## config.mk

```make
export PLATFORM = sky130hd
export DESIGN_NAME = id_ex_stage
export DESIGN_NICKNAME = d
export VERILOG_FILES = /design/src/rtl/id_ex_stage.sv
export SDC_FILE = /design/constraint.sdc
export NUM_CORES = 1
export LEC_CHECK = 0
export ABC_AREA = 1
export BUFFER_PORTS_ARGS = -buffer_cell sky130_fd_sc_hd__buf_2
export CAP_MARGIN = 20
export CORE_MARGIN = 3
export CORE_UTILIZATION = 31
export DETAILED_ROUTE_END_ITERATION = 8
export HOLD_SLACK_MARGIN = 0.1
export SLEW_MARGIN = 20
export SYNTH_ARGS = -nofsm -noshare
export SYNTH_HDL_FRONTEND = slang
export SYNTH_SLANG_ARGS = --single-unit
```

## constraint.sdc

```tcl
create_clock -name CLK -period 1.7 [get_ports CLK]
set_input_delay 0.255 -clock CLK [delete_from_list [all_inputs] [get_ports CLK]]
set_output_delay 0.255 -clock CLK [all_outputs]
set_load 0.005 [all_outputs]
```

## src/rtl/id_ex_stage.sv

```systemverilog
// rtl/id_ex_stage.sv - ID->EX pipeline register with load-use/branch hazard stall FSM
// Optional feature: define STALL_COUNT_EN to build the stall/bubble performance counters.
module id_ex_stage #(
  parameter int WORD_W       = 32,
  parameter int REG_W        = 5,
  parameter int LDBR_BUBBLES = 2
) (
  input  logic              CLK,
  input  logic              nRST,
  input  logic              en,
  input  logic              flush,
  input  logic              id_valid,
  input  logic [REG_W-1:0]  id_rs,
  input  logic [REG_W-1:0]  id_rt,
  input  logic [REG_W-1:0]  id_rd,
  input  logic              id_RegDst,
  input  logic              id_regWr,
  input  logic              id_memRead,
  input  logic              id_memWr,
  input  logic              id_isBranch,
  input  logic              id_usesRt,
  input  logic [3:0]        id_aluop,
  input  logic [WORD_W-1:0] id_rdat1,
  input  logic [WORD_W-1:0] id_rdat2,
  input  logic [WORD_W-1:0] id_imm,
  input  logic [WORD_W-1:0] id_pc,
  output logic              ex_valid,
  output logic [REG_W-1:0]  ex_rs,
  output logic [REG_W-1:0]  ex_rt,
  output logic [REG_W-1:0]  ex_dest,
  output logic              ex_RegDst,
  output logic              ex_regWr,
  output logic              ex_memRead,
  output logic              ex_memWr,
  output logic [3:0]        ex_aluop,
  output logic [WORD_W-1:0] ex_rdat1,
  output logic [WORD_W-1:0] ex_rdat2,
  output logic [WORD_W-1:0] ex_imm,
  output logic [WORD_W-1:0] ex_pc,
  output logic              stall_id,
  output logic [31:0]       stall_cnt,
  output logic [31:0]       bubble_cnt
);

  localparam logic [0:0] ST_RUN   = 1'b0;
  localparam logic [0:0] ST_STALL = 1'b1;
  localparam logic [1:0] LDBR_N   = 2'(LDBR_BUBBLES);

  logic [0:0] state;
  logic [1:0] cnt;
  logic       rs_nz, rt_nz, lu_hit, ba_hit, bl_hit, hazard, bubble;
  logic [1:0] need;

  assign rs_nz  = (id_rs != '0);
  assign rt_nz  = (id_rt != '0);
  assign lu_hit = id_valid & ex_valid & ex_memRead &
                  ((rs_nz & (ex_rt == id_rs)) | (id_usesRt & rt_nz & (ex_rt == id_rt)));
  assign ba_hit = id_valid & id_isBranch & ex_valid & ex_regWr & !ex_memRead &
                  ((rs_nz & (ex_dest == id_rs)) | (rt_nz & (ex_dest == id_rt)));
  assign bl_hit = id_isBranch & lu_hit;
  assign hazard = (state == ST_RUN) & (lu_hit | ba_hit);
  assign need   = bl_hit ? LDBR_N : 2'd1;

  // A taken branch squashes ID, so there is nothing left to hold.
  assign stall_id = ((state == ST_STALL) | hazard) & !flush;
  assign bubble   = flush | stall_id;

  always_ff @(posedge CLK or negedge nRST) begin
    if (!nRST) begin
      ex_valid   <= 1'b0;
      ex_rs      <= '0;
      ex_rt      <= '0;
      ex_dest    <= '0;
      ex_RegDst  <= 1'b0;
      ex_regWr   <= 1'b0;
      ex_memRead <= 1'b0;
      ex_memWr   <= 1'b0;
      ex_aluop   <= '0;
      ex_rdat1   <= '0;
      ex_rdat2   <= '0;
      ex_imm     <= '0;
      ex_pc      <= '0;
    end else if (en) begin
      if (bubble) begin
        ex_valid   <= 1'b0;
        ex_rs      <= '0;
        ex_rt      <= '0;
        ex_dest    <= '0;
        ex_RegDst  <= 1'b0;
        ex_regWr   <= 1'b0;
        ex_memRead <= 1'b0;
        ex_memWr   <= 1'b0;
        ex_aluop   <= '0;
      end else begin
        ex_valid   <= id_valid;
        ex_rs      <= id_rs;
        ex_rt      <= id_rt;
        ex_dest    <= id_regWr ? (id_RegDst ? id_rd : id_rt) : '0;
        ex_RegDst  <= id_RegDst;
        ex_regWr   <= id_regWr;
        ex_memRead <= id_memRead;
        ex_memWr   <= id_memWr;
        ex_aluop   <= id_aluop;
        ex_rdat1   <= id_rdat1;
        ex_rdat2   <= id_rdat2;
        ex_imm     <= id_imm;
        ex_pc      <= id_pc;
      end
    end
  end

  // cnt counts bubbles still owed after the one entering EX this cycle.
  always_ff @(posedge CLK or negedge nRST) begin
    if (!nRST) begin
      state <= ST_RUN;
      cnt   <= 2'd0;
    end else if (en) begin
      if (flush) begin
        state <= ST_RUN;
        cnt   <= 2'd0;
      end else if (state == ST_STALL) begin
        cnt <= cnt - 2'd1;
        if (cnt == 2'd1) state <= ST_RUN;
      end else if (hazard) begin
        cnt   <= need - 2'd1;
        state <= (need > 2'd1) ? ST_STALL : ST_RUN;
      end
    end
  end

`ifdef STALL_COUNT_EN
  always_ff @(posedge CLK or negedge nRST) begin
    if (!nRST) begin
      stall_cnt  <= '0;
      bubble_cnt <= '0;
    end else if (en) begin
      if (stall_id) stall_cnt  <= stall_cnt + 32'd1;
      if (bubble)   bubble_cnt <= bubble_cnt + 32'd1;
    end
  end
`else
  assign stall_cnt  = '0;
  assign bubble_cnt = '0;
`endif

endmodule

```

# Word level (Yosys, flattened, before mapping)
# Cells that the tools add are included.
totals:
  output_inout_bits: 217
  register_bits: 155
  in_bits: 158
  elab_cells: 73
op_classes:
  order_cmp: 1
  addsub: 2
  n_reduce_logical: 7
  eq_ne: 5
  n_mux: 20
  n_bitwise: 23
op_table:
  columns: ["op", "n"]
  rows:
  - ["two-way mux 5 bit", 5]
  - ["equality test 5 bit", 4]
  - ["bitwise AND 1 bit", 16]
  - ["two-way mux 1 bit", 10]
  - ["nonzero test 5 bit", 2]
  - ["two-way mux 2 bit", 4]
  - ["OR 1 bit", 5]
  - ["two-way mux 4 bit", 1]
  - ["AND reduction 2 bit", 2]
  - ["subtractor 2 x 1 -> 2 bit, second input constant", 2]
  - ["nonzero test 3 bit", 1]
  - ["equality test 2 x 1 -> 1 bit, second input constant", 1]
  - ["greater-than comparator 2 x 1 -> 1 bit, second input constant", 1]
  - ["zero test 1 bit", 2]
  - ["NOT 1 bit", 2]

# Longest topological paths before layout
# Gate-level depths: netlist of the first run.
depth:
  ltp_word: 12
  depth_mapped: 14
  ltp_nobuf: 13

# Least setup slack after synthesis of the first run
# No wires, ideal clock.
synth_path:
  kind: "reg2reg"
  startpoint: "register ex_dest[3]"
  endpoint: "register ex_imm[31]"
  t_arrival_ns: 1.423
  synth_period_minus_slack_ns: 1.541
  path_stages_with_launch: 12
  n_path_buf: 2
  setup_time_ns: 0.117
  path_slack_ns: 0.159
  t_required_ns: 1.583
  cell_sequence: "dfrtp_1 > xnor2_1 > nand2_1 > inv_1 > nand3_1 > nand2_1 > a21oi_2 > nand3_1 > buf_4 > buf_4 > nand2_1 > nand2_1"
synth_between:
  elab_chain_cells: 11
  word_cells_on_any_way: 13
  classes_between: "2 x eq/ne; 10 x bitwise; 1 x reduce/logical"
synth_rtl:
  columns: ["item", "line", "source"]
  rows:
  - ["start, declared", "30", "output logic [REG_W-1:0] ex_dest,"]
  - ["start signal, assigned", "98", "ex_dest <= id_regWr ? (id_RegDst ? id_rd : id_rt) : '0;"]
  - ["equality test 5 bit", "59", "((rs_nz & (ex_dest == id_rs)) | (rt_nz & (ex_dest == id_rt)));"]
  - ["bitwise AND 1 bit", "59", null]
  - ["OR 1 bit *", "59", null]
  - ["bitwise AND 1 bit *", "58", "assign ba_hit = id_valid & id_isBranch & ex_valid & ex_regWr & !ex_memRead &"]
  - ["OR 1 bit *", "61", "assign hazard = (state == ST_RUN) & (lu_hit | ba_hit);"]
  - ["bitwise AND 1 bit *", "61", null]
  - ["OR 1 bit *", "65", "assign stall_id = ((state == ST_STALL) | hazard) & !flush;"]
  - ["bitwise AND 1 bit *", "65", null]
  - ["OR 1 bit *", "66", "assign bubble = flush | stall_id;"]
  - ["NOT 1 bit (no line) *", null, null]
  - ["AND reduction 2 bit (no line) *", null, null]
  - ["end signal, assigned", "106", "ex_imm <= id_imm;"]
  - ["end, declared", "38", "output logic [WORD_W-1:0] ex_imm,"]
# Mark *: on every way between the ends. The rest lies on a longest branch, timed or not.
# A chain may end at the register's enable or synchronous reset.

# Final worst setup path of the first run
layout_path:
  startpoint: "register ex_rt[3]"
  endpoint: "output port stall_id"
layout_between:
  elab_chain_cells: 8
  word_cells_on_any_way: 10
  classes_between: "2 x eq/ne; 8 x bitwise"
layout_rtl:
  columns: ["item", "line", "source"]
  rows:
  - ["start, declared", "29", "output logic [REG_W-1:0] ex_rt,"]
  - ["start signal, assigned", "97", "ex_rt <= id_rt;"]
  - ["equality test 5 bit", "57", "((rs_nz & (ex_rt == id_rs)) | (id_usesRt & rt_nz & (ex_rt == id_rt)));"]
  - ["bitwise AND 1 bit", "57", null]
  - ["OR 1 bit *", "57", null]
  - ["bitwise AND 1 bit *", "56", "assign lu_hit = id_valid & ex_valid & ex_memRead &"]
  - ["OR 1 bit *", "61", null]
  - ["bitwise AND 1 bit *", "61", null]
  - ["OR 1 bit *", "65", null]
  - ["bitwise AND 1 bit *", "65", null]
  - ["end, declared", "40", "output logic stall_id,"]
# Marks and branches as above.

==> results of run 1 <==
routing by layer:
layer / global-route usage (%) / wire, µm / part of all wire, % / vias up
met5: 0 / 13 / 0.049 / -
met1: 24.8 / 11100 / 41 / 3653
met3: 5.32 / 1680 / 6.3 / 51
met4: 7.06 / 665 / 2.5 / 2
met2: 34.3 / 13400 / 50 / 321
li1: - / - / - / 3701
flip-flops by register name, indices dropped and copies added, names as in the netlist:
signal and count:
ex_dest 5, ex_valid 1, ex_imm 32, ex_regWr 1, ex_rs 5, ex_rdat2 32
ex_rdat1 32, ex_memRead 1, state 1, ex_rt 5, ex_pc 32, ex_aluop 4
ex_memWr 1, ex_RegDst 1, cnt 2
synthesized netlist by cell type:
cell / number / share of area, %
nand2_1: 323 / 16
dfrtp_1: 155 / 53
nand4_1: 135 / 11
buf_4: 80 / 8.2
inv_1: 32 / 1.6
buf_2: 24 / 1.6
clkbuf_1: 20 / 1.0
nor2_1: 20 / 1.0
nand3_1: 10 / 0.68
o21ai_0: 9 / 0.61
o21ai_2: 9 / 1.1
xor2_1: 9 / 1.1
a211oi_1: 5 / 0.51
xnor2_1: 5 / 0.60
o21ai_1: 3 / 0.20
buf_6: 2 / 0.31
a21boi_1: 1 / 0.10
a21oi_1: 1 / 0.068
a21oi_2: 1 / 0.12
conb_1: 1 / 0.051
ha_1: 1 / 0.17
inv_2: 1 / 0.051
nand3b_1: 1 / 0.10
nor2_2: 1 / 0.085
worst max path at each step:
stage                 endpoint       start  cells after the start  slack [ns]
finish                stall_id    ex_rt[3]                     10       -0.29
global route          stall_id    ex_rt[3]                     12       -0.44
CTS                   stall_id    ex_rt[3]                     13       -0.30
detailed placement   ex_pc[19]  ex_dest[0]                      9       -0.17
global placement     ex_pc[19]  ex_dest[3]                     10       -0.11
floorplan           ex_imm[31]  ex_dest[3]                     11        0.16
metrics by stage:
| stage | util (%) | cells | setup slack [ns] |
|---|---|---|---|
| after global placement | 41.5 | 1481 | -0.112 |
| final | 53.4 | 1681 | -0.289 |
| after detailed placement | 41.5 | 1481 | -0.171 |
| after CTS | 52.7 | 1676 | -0.298 |
| after global routing | 53.4 | 1681 | -0.441 |
| after floorplan | - | 912 | 0.159 |
logic make-up (layout without fill, tap and decap cells):
family          Yosys count  count (layout)
compound gates           29              29
xor+xnor                 14              14
buf+inv                 159             614
other cells               1              65
flops                   155             155
simple gates            490             490
fa+ha+maj                 1               1
worst reg2reg max path, stage by stage, from the launching register on:
cell and delay, ns:
dfrtp_2 0.45, xor2_1 0.17, nor2_1 0.07, nand3_1 0.08
nand2_2 0.08, buf_4 0.14, a21oi_4 0.17, nand3_4 0.14
buf_4 0.18, clkbuf_16 0.15, buf_6 0.13, nand2_1 0.05
nand2_1 0.04
where the power goes:
group	total [mW]	internal (mW)	switching [mW]	leakage, nW
Combinational	2.21	1.14	1.06	4.56
Sequential	4.50	4.19	0.308	1.94
Clock	3.75	2.09	1.66	0.276
repair_timing:
action / in CTS / in global routing
hold endpoints to repair: 256 / 0
setup endpoints to repair: 147 / 155
pin swaps: 50 / 54
hold buffers: 127 / 0
resized for setup: 68 / 18
gates cloned: 10 / 8
setup buffers: 26 / 8
layout by cell type, fill, tap and decap left out, types with 17 or more instances in the layout:
master / count
nand2_1: 312
buf_2: 309
dfrtp_1: 150
nand4_1: 135
dlygate4sd3_1: 127
conb_1: 64
buf_4: 42
inv_1: 31
buf_12: 28
clkbuf_16: 25
buf_6: 21
nor2_1: 20
o21ai_2: 17
layout make-up:
type,count,share of cell area (%)
Antenna cell,1,0.0204
Clock buffer,18,3.58
Multi-Input combinational cell,598,23.4
Inverter,33,1.01
Sequential cell,155,31.7
Timing Repair Buffer,549,36.0
Clock inverter,14,1.10
Tap cell,313,3.19
==> impl_metrics.toml, run 1 <==
[status]
outcome = "finished, violations left"
violations = "setup timing"

[setup_path]
crit_family = "simple AND/OR/NAND/NOR gates"
cp_max_fo = 5
critPathRequiredTime_ns = 1.44
crit_path_cell_trace = "a21boi_1, nand2_1, nor2_1, nand2_1, nand2_2, nand2_4, nand2_2, o21ai_2, inv_1, buf_2"
cp.arrival_ns = 1.73
slowest_stage = "dfrtp_1"
max_stage_delay_ns = 0.43
r2r_slack_ns = -0.27
worstReg2RegEnd = "ex_imm[8]"
start_kind = "flip-flop"
end_kind = "primary output"
ff2ff_path_depth = 12
crit_type = "reg -> out"
worstReg2RegStart = "ex_dest[1]"
cp_num_buf_inv = 2

[pwr]
finalPower_mw = 10.5
max-vdd-ir-drop_mv = 0.458
leakagePower_nw = 6.77
powerDensity_mw_per_mm2 = 852

[layout]
ff_latch_area_mm2 = 0.00388
fill_cells = 2079
area_growth_pct = 66.8
drive_above_1_share_pct = 36.1
multiInputGateArea_mm2 = 0.00287
stdcell_area_mm2 = 0.0123
fin_nets = 1513

[detailed_routing]
drc = 0
vias = 7728
wl_um = 26800
wire_per_inst_um = 15.9
drt.antenna.violating_nets = 0
dr.pass1.iters = 6
dr.first_iter.drc_count = 632
vias_per_cell = 4.60

[clock_tree]
clk_path_buf_depth = 2
cts-root-buf = "clkbuf_16"
clk_pin_slew_ns = 0.07
cts_sinks = 155
clk-insertion-delay-late_ns = 0.42
cts_tree = "yes"
numCtsBuffers = 17
htreeDepth = 4

[synthesis]
synth-compound-area-share_pct = 2.69
ys_seq_area_share_pct = 52.7
synthSimpleGateAreaFrac_pct = 29.9
syn_area_mm2 = 0.00735
netlist_instances = 849
synth_cell_types = 24
ys_ff_latch = 155
synth_top_family_by_area = "simple AND/OR/NAND/NOR gates"
synth.avg_cell_area_um2 = 8.66
synthMuxAreaShare_pct = 0
synthAdderAreaFrac_pct = 0.170
synthXorXnorAreaFrac_pct = 1.67
yosysWarnings = 0

[global_routing]
grtUsageTotal_pct = 20.2
grt_max_degree = 79
grt_pass1_wl_um = 41800
grt_overflow_total = 0
antenna_found_initial = 2
grt_pass1_vias = 7829

[placement]
port_buffers = 310
postPlaceCellArea_mm2 = 0.00953
place_congestion = 0.889
hpwl_um = 17000

[timing]
final.setup.tns_ns = -28.05
rsz0062_at_grt = "true"
fmax_mhz = 503
finalMaxSlewViolations = 0
setup_violations = 150
setup_ws_ns = -0.289
fin_crit_ns = 1.99
timing.final.crit_share_pct = 117
hold_slack_ns = 0.117
finClkSkew_ns = 0.0144
hold_violations = 0

[worst_hold_path]
hold_path_depth = 3
hp-class = "in -> reg"
worstHoldEndpoint = "ex_imm[19]"
hp-start = "id_imm[19]"

[flow_run]
cap_violations = 0

[floorplanning]
die_h_um = 160
rows = 55
die_w_um = 160
io_pins = 375
core_mm2 = 0.0230
start_util_pct = 32.0
die_area_mm2 = 0.0256
(Power assumes the default switching activity.)
==> run 2, diff against run 1 <==
--- a/config.mk
+++ b/config.mk
@@ -8,7 +8,7 @@
 export ABC_AREA = 1
 export BUFFER_PORTS_ARGS = -buffer_cell sky130_fd_sc_hd__buf_2
 export CAP_MARGIN = 20
-export CORE_MARGIN = 3
+export CORE_MARGIN = 2
 export CORE_UTILIZATION = 31
 export DETAILED_ROUTE_END_ITERATION = 8
 export HOLD_SLACK_MARGIN = 0.1
==> run 2 against run 1 <==
The flow still finishes with violations (setup timing). Sequential share of layout area decreased by 2.8 points. Clock skew increased by 0.0026 ns. Final area rose by 9.5%. Register-to-register slack lost 0.06 ns. Highest routed layer is now met4. Flip-flop and latch count stayed put. Clock power grew 4%. Combinational power up 14%. Via count up 4.3%. Sequential power is 2% higher. Global-route usage up 2.4 points.
==> impl_metrics.toml, run 2 (synthesized netlist as in run 1, its figures left out) <==
[status]
outcome = "finished, violations left"
violations = "setup timing"

[detailed_routing]
dr.pass1.iters = 7
wl_um = 29900
dr.first_iter.drc_count = 697
wire_per_inst_um = 17.5
vias_per_cell = 4.71
drc = 0
vias = 8061
drt.antenna.violating_nets = 0

[setup_path]
slowest_stage = "dfrtp_2"
critPathRequiredTime_ns = 1.44
end_kind = "primary output"
cp_max_fo = 5
cp.arrival_ns = 1.79
crit_family = "simple AND/OR/NAND/NOR gates"
max_stage_delay_ns = 0.45
start_kind = "flip-flop"
cp_num_buf_inv = 2
crit_path_cell_trace = "xnor2_1, nand2_1, nor2_1, nand2_1, nand2_2, nand2_4, nand2_4, o21ai_2, inv_1, buf_2"
crit_type = "reg -> out"

[clock_tree]
clk_pin_slew_ns = 0.07
clk_path_buf_depth = 2
cts_sinks = 155
htreeDepth = 4
clk-insertion-delay-late_ns = 0.43
cts_tree = "yes"
cts-root-buf = "clkbuf_16"
numCtsBuffers = 17

[placement]
port_buffers = 310
hpwl_um = 15800
postPlaceCellArea_mm2 = 0.00938
place_congestion = 0.838

[floorplanning]
rows = 56
start_util_pct = 31.4
die_w_um = 158
core_mm2 = 0.0234
die_area_mm2 = 0.0250
io_pins = 375
die_h_um = 158

[worst_hold_path]
hp-class = "in -> reg"

[pwr]
comb_power_share_pct = 22.9
p_sw_mw = 3.41
pwr-share-clk_pct = 35.4
leakagePower_nw = 7.24
swShare_pct = 30.9
max-vdd-ir-drop_mv = 0.501
p_seq_share_pct = 41.7
intPower_mw = 7.62
powerDensity_mw_per_mm2 = 822

[global_routing]
grt_overflow_total = 0
grt_max_degree = 100
grt_pass1_vias = 8064
grt_pass1_wl_um = 43400
grtUsageTotal_pct = 22.6
antenna_found_initial = 2

[timing]
setup_ws_ns = -0.349
fin_crit_ns = 2.05
finalMaxSlewViolations = 0
setup_violations = 144
rsz0062_at_grt = "true"
timing.final.crit_share_pct = 121
hold_violations = 0
worst-slew-pin-transition_ns = 0.507
finClkSkew_ns = 0.0170
fmax_mhz = 488
slew_headroom_pct = 66.2

[layout]
final_common_cell = "buf_2"
layout_common_cells = "buf_2, nand2_1, dfrtp_1, nand4_1, dlygate4sd3_1"
area_growth_pct = 82.6
final_util_pct = 57.4
stdcell_area_mm2 = 0.0134
drive_above_1_share_pct = 47.4
fin_nets = 1535

[flow_run]
cap_violations = 0
## run 2: routing by layer
layer / global-route usage [%] / wire (µm)
met5: 0 / 0
met4: 9.35 / 846
met3: 4.38 / 1640
met2: 39.7 / 15800
met1: 27.0 / 11600
## run 2: worst paths after layout
check / startpoint / endpoint / slack, ns / cells past startpoint
setup reg to reg: ex_dest[3] / ex_rdat1[16] / -0.33 / 12
max in group asynchronous: nRST / ex_dest[3] / 0.77 / 3
min in group asynchronous: nRST / ex_imm[10] / 0.34 / 2
setup / recovery: ex_rt[1] / stall_id / -0.35 / 10
hold reg to reg: ex_rdat2[24] / ex_rdat2[24] / 0.47 / 2
hold / removal: id_pc[18] / ex_pc[18] / 0.11 / 3
## run 2: power groups by stage
| stage | Sequential [mW] | Clock, mW | Combinational, mW |
|---|---|---|---|
| after floorplan | 4.57 | 0 | 0.774 |
| after global placement | 4.53 | 0 | 1.74 |
| after detailed placement | 4.52 | 0 | 1.77 |
| after CTS | 4.51 | 3.96 | 2.35 |
| after global routing | 4.66 | 4.12 | 2.76 |
| final | 4.61 | 3.90 | 2.52 |
## run 2: worst reg2reg max path, cell delays in order, from the launching register on
cell	delay [ns]
dfrtp_2	0.46
xnor2_2	0.14
nand2_1	0.07
nand3b_1	0.11
nand2_2	0.10
a21oi_4	0.18
buf_12	0.13
buf_12	0.11
buf_12	0.12
buf_16	0.15
buf_16	0.12
nand4_1	0.13
nand2_2	0.13
## run 2: metrics by stage
stage          total power [mW]  cells  hold slack [ns]  worst slack, ns  TNS, ns
2_1_floorplan              5.34    912          -0.0406            0.159        0
3_3_place_gp               6.27   1477            0.235           -0.106    -6.78
3_5_place_dp               6.29   1477            0.233           -0.166   -11.92
4_1_cts                    10.8   1714            0.102           -0.333   -32.89
5_1_grt                    11.5   1710            0.116           -0.435   -49.47
6_report                   11.0   1710            0.112           -0.349   -35.81
## run 2: layout make-up
cell class	instances	area [µm²]
repair buffers	569	4940
fillers	1971	9970
inverters	33	124
clock inverters	15	173
flip-flops and latches	155	3880
well taps	319	399
diodes	2	5.00
multi-input cells	600	3480
clock buffers	17	425
## run 2: what timing repair did
item	4_1_cts	5_1_grt
gates cloned	37	3
setup endpoints to repair	148	155
buffers inserted	37	10
pin swaps	66	41
hold buffers	132	0
gates resized for setup	164	149
endpoints found under the hold margin	165	0
